[config.mk]
export PLATFORM = sky130hd
export DESIGN_NAME = result_serializer
export DESIGN_NICKNAME = d
export VERILOG_FILES = /design/src/rtl/result_serializer.sv
export SDC_FILE = /design/constraint.sdc
export NUM_CORES = 1
export LEC_CHECK = 0
export ABC_AREA = 1
export BUFFER_PORTS_ARGS = -buffer_cell sky130_fd_sc_hd__buf_2
export CELL_PAD_IN_SITES_DETAIL_PLACEMENT = 2
export CELL_PAD_IN_SITES_GLOBAL_PLACEMENT = 2
export CORE_MARGIN = 10
export CORE_UTILIZATION = 32
export CTS_BUF_LIST = sky130_fd_sc_hd__clkbuf_4
export DETAILED_ROUTE_END_ITERATION = 10
export PLACE_DENSITY_LB_ADDON = 0.25
export SLEW_MARGIN = 10
export SYNTH_ARGS = -nofsm -noshare
export SYNTH_HDL_FRONTEND = slang
export SYNTH_SLANG_ARGS = --single-unit
[constraint.sdc]
create_clock -name clk -period 2.5 [get_ports clk]
set_input_delay 0.5 -clock clk [delete_from_list [all_inputs] [get_ports clk]]
set_output_delay 0.5 -clock clk [all_outputs]
set_load 0.01 [all_outputs]
[src/rtl/result_serializer.sv]
// Parallel-to-serial adapter: captures six result words in one handshake and streams them out
// one beat at a time with index and last flag. Define RESULT_SERIALIZER_CHECKSUM_EN for an XOR beat.
module result_serializer #(
    parameter int unsigned BW = 8
) (
    input  logic          clk,
    input  logic          rst_n,
    input  logic          in_valid,
    output logic          in_ready,
    input  logic [BW-1:0] s1,
    input  logic [BW-1:0] s2,
    input  logic [BW-1:0] s3,
    input  logic [BW-1:0] s4,
    input  logic [BW-1:0] s5,
    input  logic [BW-1:0] s6,
    output logic          out_valid,
    input  logic          out_ready,
    output logic [BW-1:0] out_data,
    output logic [2:0]    out_idx,
    output logic          out_last,
    output logic          busy,
    output logic [7:0]    frame_cnt
);

`ifdef RESULT_SERIALIZER_CHECKSUM_EN
    localparam int unsigned Last = 6;
`else
    localparam int unsigned Last = 5;
`endif
    localparam int unsigned NumBeats = Last + 1;
    localparam logic [2:0]  LastIdx  = 3'(Last);

    typedef enum logic {StIdle, StSend} state_e;

    state_e        state_q;
    logic [BW-1:0] buf_q [NumBeats];
    logic [2:0]    idx_q;
    logic [2:0]    idx_nxt;
    logic [BW-1:0] out_data_q;
    logic          out_last_q;
    logic [7:0]    frame_cnt_q;

    assign idx_nxt = idx_q + 3'd1;

    always_ff @(posedge clk or negedge rst_n) begin
        if (!rst_n) begin
            state_q     <= StIdle;
            idx_q       <= '0;
            out_data_q  <= '0;
            out_last_q  <= 1'b0;
            frame_cnt_q <= '0;
            for (int i = 0; i < int'(NumBeats); i++) begin
                buf_q[i] <= '0;
            end
        end else begin
            unique case (state_q)
                StIdle: begin
                    if (in_valid) begin
                        buf_q[0]   <= s1;
                        buf_q[1]   <= s2;
                        buf_q[2]   <= s3;
                        buf_q[3]   <= s4;
                        buf_q[4]   <= s5;
                        buf_q[5]   <= s6;
`ifdef RESULT_SERIALIZER_CHECKSUM_EN
                        buf_q[6]   <= s1 ^ s2 ^ s3 ^ s4 ^ s5 ^ s6;
`endif
                        // First beat is presented straight from the capture edge.
                        out_data_q <= s1;
                        idx_q      <= '0;
                        out_last_q <= 1'b0;
                        state_q    <= StSend;
                    end
                end
                StSend: begin
                    if (out_ready) begin
                        if (idx_q == LastIdx) begin
                            out_last_q  <= 1'b0;
                            frame_cnt_q <= frame_cnt_q + 8'd1;
                            state_q     <= StIdle;
                        end else begin
                            idx_q      <= idx_nxt;
                            out_data_q <= buf_q[idx_nxt];
                            out_last_q <= (idx_nxt == LastIdx);
                        end
                    end
                end
                default: state_q <= StIdle;
            endcase
        end
    end

    assign in_ready  = (state_q == StIdle);
    assign out_valid = (state_q == StSend);
    assign busy      = (state_q == StSend);
    assign out_data  = out_data_q;
    assign out_idx   = idx_q;
    assign out_last  = out_last_q;
    assign frame_cnt = frame_cnt_q;

endmodule
* Word level (Yosys, flattened, before mapping)
Index checks and enable logic that the tools add are counted.
** Operators by class
- Add/subtract/negate cells :: 2
- Order comparisons :: 1
- Equal/unequal tests :: 5
- Multiplexer cells :: 19
- Bitwise operators :: 2
- Reduce and logical (&&, ||, !) cells :: 4
** Operators by type and width (count)
- $mux 8 :: 5
- $bmux 8 s3 :: 1
- $pmux 8 s2 :: 1
- $mux 3 :: 3
- $add 8x1->8 const B :: 1
- $eq 3x3->1 const B :: 2
- $mux 1 :: 6
- $ne 2x2->1 const B :: 3
- $pmux 3 s2 :: 1
- $reduce_and 3->1 :: 2
- $ge 4x4->1 const B :: 1
- $not 3->4 :: 1
- $pmux 1 s2 :: 2
- $reduce_and 2->1 :: 2
- $add 3x1->3 const B :: 1
- $not 1->1 :: 1
** Word-level totals
- Flip-flop bits (word level) :: 69
- Bits of input ports :: 52
- Output and inout bits :: 23
- Word-level logic and storage cells :: 44

* Longest topological paths before layout
- Word-level depth :: 8
- Gate-level depth with buffers :: 12
- Mapped depth without buffers :: 9

* Worst setup path after synthesis
Ideal clock, no wire load.
- Kind :: register to register
- Start :: register idx_q[0], in the netlist out_idx[0]
- End :: register out_data_q[6], in the netlist out_data[6]
- Library setup time :: 0.065 ns
- Arrival :: 1.882 ns
- Data required time :: 2.435 ns
- Path slack :: 0.553 ns
- Cell stages (with the launch flop) :: 13
- Buffers on the path :: 3
- Period minus slack after synthesis :: 1.947 ns
- Path through :: dfrtp_1 -> buf_2 -> inv_2 -> buf_4 -> ha_1 -> buf_2 -> inv_2 -> nand3_1 -> nor2_1 -> nor2_1 -> nand2_1 -> nand2_1 -> nand2_1
** Between the ends
- Word-level cells in the longest chain between the ends :: 8
- Elaborated cells on any way between the ends :: 11
- Classes of those cells :: 1 x add/sub; 2 x eq/ne; 6 x mux; 1 x bitwise; 1 x reduce/logical
** Ends and longest elaborated chain
- from (decl) :: RTL line 37 : logic [2:0] idx_q;
- from (signal assigned) :: RTL line 82 : idx_q <= idx_nxt;
- $add 3x1->3 :: RTL line 43 : assign idx_nxt = idx_q + 3'd1;
- $not 3->4 (implied by the code) :: RTL line 83 : out_data_q <= buf_q[idx_nxt];
- $bmux 8 s3 :: RTL line 83
- $mux 8 (implied by the code) (2 in series) :: RTL line 83
- $mux 8 :: RTL line 77 : if (idx_q == LastIdx) begin
- $mux 8 :: RTL line 76 : if (out_ready) begin
- $pmux 8 s2 :: RTL line 56 : unique case (state_q)
- to (signal assigned) :: RTL line 83
- to (decl) :: RTL line 39 : logic [BW-1:0] out_data_q;
Several ways; a longest one is shown, not always the timed one. The select of a mux whose other input is x is not followed.
A chain may end at the register's enable or synchronous reset.

* Final worst setup path
- Start :: register state_q, in the netlist busy
- End :: register out_data_q[5], in the netlist out_data[5]
** Between the ends
- Word-level cells in the longest chain between the ends :: 3
- Elaborated cells on any way between the ends :: 6
- Classes of those cells :: 3 x eq/ne; 1 x mux; 1 x bitwise; 1 x reduce/logical
** Ends and longest elaborated chain
- from (decl) :: RTL line 35 : state_e state_q;
- from (signal assigned) :: RTL line 47 : state_q <= StIdle;
- from (signal assigned) :: RTL line 72 : state_q <= StSend;
- from (signal assigned) :: RTL line 80 : state_q <= StIdle;
- $not 1->1 (no line)
- $ne 2x2->1 (no line)
- $reduce_and 3->1 (no line)
Several ways; a longest one is shown, not always the timed one.

==> results.sh <==
export IMPL_final_area_mm2=0.00402
export IMPL_yosysMostFrequentCell="nand2_1"
export IMPL_rr_startpoint="busy$_DFF_PN0_"
export IMPL_die_h_um=123
export IMPL_ys_flop_type="dfrtp_1"
export IMPL_final_setup_worst_slack_ps=373
export IMPL_cp_num_cells=7
export IMPL_hold_path_class="in -> async"
export IMPL_io_pins=75
export IMPL_viasPerCell=4.71
export IMPL_critPathLaunchType="flop"
export IMPL_grt_first_pass_wirelength_um=17600
export IMPL_final_core_util_pct=38.9
export IMPL_max_vdd_ir_drop_mv=0.374
export IMPL_initialDrtViolationCount=137
export IMPL_drc=0
export IMPL_grt_usage_pct=14.9
export IMPL_async_flop_share_pct=100
export IMPL_hold_viol_final=0
export IMPL_min_period_ps=2130
export IMPL_cts_resized_gates=0
export IMPL_num_vias=3052
export IMPL_yosys_area_top_type="dfrtp_1"
export IMPL_crit_chain="inv_2 -> nand2_4 -> nand2_1 -> nand2_1 -> a21oi_1 -> nand2_1 -> nand2_1"
export IMPL_dp_slack_ps=383
export IMPL_clk_latency_ps=450
export IMPL_finalWirelength_um=10500
export IMPL_die_w_um=123
export IMPL_ctsHoldBuffers=0
export IMPL_ff2ff_path_depth=7
export IMPL_grt_pass1_vias=3428
export IMPL_grt_overflow_total=0
export IMPL_cap_violations=0
export IMPL_endpoint="out_data[5]$_DFFE_PN0P_"
export IMPL_slowest_delay_ps=490
export IMPL_synth_cell_types=20
export IMPL_setup_viol=0
export IMPL_place_area_mm2=0.00389
export IMPL_worstPathRequired_ps=2900
export IMPL_rr_endpoint="out_data[5]$_DFFE_PN0P_"
export IMPL_floorplan_core_area_mm2=0.0103
export IMPL_cp_num_buf_inv=1
export IMPL_fin_nets=563
export IMPL_cp_common_cell="nand2_1"
export IMPL_slew_viol_final=0
export IMPL_grt_max_degree=70
export IMPL_initial_core_util_pct=32.9
export IMPL_synth_common_cells="nand2_1 (111), dfrtp_1 (69), nor2_1 (67)"
export IMPL_syn_nets=493
export IMPL_rows=37
export IMPL_antenna_found_initial=0
export IMPL_r2r_setup_slack_ps=370
export IMPL_slew_headroom_pct=52.9
export IMPL_status="finished, final reports clean"
export IMPL_synth_seq_cells=69
export IMPL_port_buffers=74
export IMPL_antenna_cells=0
export IMPL_syn_area_mm2=0.00340
export IMPL_area_growth_pct=18.3
export IMPL_worstSetupStartpoint="busy$_DFF_PN0_"
export IMPL_worst_pin_slew_ps=707
export IMPL_layout_drive_gt1_share_pct=21.3
export IMPL_fmax_ghz=0.470
export IMPL_end_kind="flop"
export IMPL_syn_avg_cell_area_um2=7.77
export IMPL_power_density_mw_per_mm2=1220
export IMPL_postCtsSetupBuffers=0
export IMPL_yosysSeqAreaShare_pct=50.8
export IMPL_synth_area_leaders="dfrtp_1 (51%), nand2_1 (12%), nor2_1 (7.4%), inv_1 (7.1%), a21oi_1 (6.0%)"
export IMPL_synth_edff_count=0
export IMPL_antenna_left=0
export IMPL_synth_top_area_share_pct=50.8
export IMPL_syn_instance_count=437
export IMPL_fill_cells=1259
export IMPL_rsz0062_at_grt="no"
export IMPL_cts_max_path_buffers=2
export IMPL_path_max_fanout=23
export IMPL_htree_num_levels=3
export IMPL_cts_tree="yes"
export IMPL_period_share_pct=85.1
export IMPL_ys_warn_count=0
export IMPL_fin_setup_tns_ps=0
export IMPL_hpwl_um=7850
export IMPL_cpLargestDelayFamily="simple AND/OR/NAND/NOR gates"
export IMPL_place_gp_congestion=0.839
export IMPL_cts_buffers_inserted=9
export IMPL_path_class="reg -> reg"
export IMPL_path_clk_slew_ps=120
export IMPL_p_leak_nw=2.26
export IMPL_wl_per_cell_um=16.3
export IMPL_clock_sinks=69
export IMPL_cp_slowest_cell="dfrtp_1"
export IMPL_die_area_mm2=0.0151
export IMPL_ctsRootBufferMaster="clkbuf_4"
export IMPL_first_pass_iters=4
export IMPL_finClkSkew_ps=12.7
export IMPL_arrival_ps=2530
-- report_power, final --
group	switching (W)	internal, W
clock network	0.000437	0.000304
logic	0.00153	0.000811
registers	0.000239	0.00159
total	0.00220	0.00271
-- final cells by class --
cell class / instances / area (µm²) / area share (%)
clock inverter: 6 / 53.8 / 1.34
clock buffer: 10 / 75.1 / 1.87
multi-input combinational: 282 / 1320 / 32.7
sequential: 69 / 1730 / 43.0
tap: 136 / 170 / 4.24
timing repair buffer: 78 / 425 / 10.6
inverter: 67 / 251 / 6.26
-- kinds of logic after synthesis --
logic type	after synthesis	synth area share, %
and+or+nand+nor	210	25.1
muxes	9	2.98
xor gates and xnor gates	4	1.03
AOI/OAI and AO/OA	55	8.11
buffers and inverters	86	10.4
adders and majority gates	4	1.47
DFF	69	50.8
-- worst min path at each step --
| stage | endpoint | startpoint | slack [ps] | depth (start not counted) |
|---|---|---|---|---|
| global route | out_idx[2]$_DFFE_PN0P_ | rst_n | 100 | 1 |
| global placement | frame_cnt[7]$_DFFE_PN0P_ | frame_cnt[7]$_DFFE_PN0P_ | 460 | 1 |
| CTS | out_idx[2]$_DFFE_PN0P_ | rst_n | 80 | 1 |
| finish | buf_q[36]$_DFFE_PN0P_ | rst_n | 80 | 1 |
| floorplan | buf_q[0]$_DFFE_PN0P_ | rst_n | 200 | 0 |
| detailed placement | out_data[0]$_DFFE_PN0P_ | out_data[0]$_DFFE_PN0P_ | 470 | 2 |
-- flip-flops by register name, summed over array words and instances, names as in the netlist --
signal,flops
buf_q,48
out_last,1
busy,1
frame_cnt,8
out_data,8
out_idx,3
-- per-stage QoR --
stage | hold WS, ps | total power [W] | cells
3_3_place_gp | 460 | 0.00412 | 632
2_1_floorplan | 204 | 0.00341 | 437
4_1_cts | 84.8 | 0.00502 | 648
6_report | 78.8 | 0.00491 | 648
3_5_place_dp | 469 | 0.00424 | 632
5_1_grt | 100 | 0.00544 | 648
-- worst reg2reg max path, stage by stage, from the launching register on --
cell and delay, ps:
dfrtp_1 490, inv_2 320, nand2_4 250, nand2_1 140, nand2_1 420, a21oi_1 310, nand2_1 80, nand2_1 60
-- cell usage in the layout, fill, tap and decap left out, drive strengths merged --
| master | count |
|---|---|
| a21oi | 41 |
| inv | 67 |
| nand4 | 2 |
| nand3 | 23 |
| clkinv | 4 |
| nor2 | 69 |
| clkbuf | 10 |
| bufinv | 1 |
| mux2 | 9 |
| nand2 | 115 |
| dfrtp | 69 |
| xnor2 | 3 |
| nor3 | 1 |
| clkinvlp | 1 |
| o21ai | 14 |
| buf | 78 |
| xor2 | 1 |
| ha | 4 |
-- routing by layer --
| layer | vias to the layer above | track usage (%) | routed length (µm) | share of wire [%] |
|---|---|---|---|---|
| met2 | 52 | 26.0 | 5440 | 52 |
| met3 | 16 | 3.60 | 449 | 4.3 |
| met1 | 1505 | 17.0 | 4480 | 42 |
| li1 | 1479 | - | - | - |
| met5 | - | 0 | 0 | 0 |
| met4 | 0 | 6.33 | 172 | 1.6 |
No activity file was read; power rests on OpenSTA's default activity.
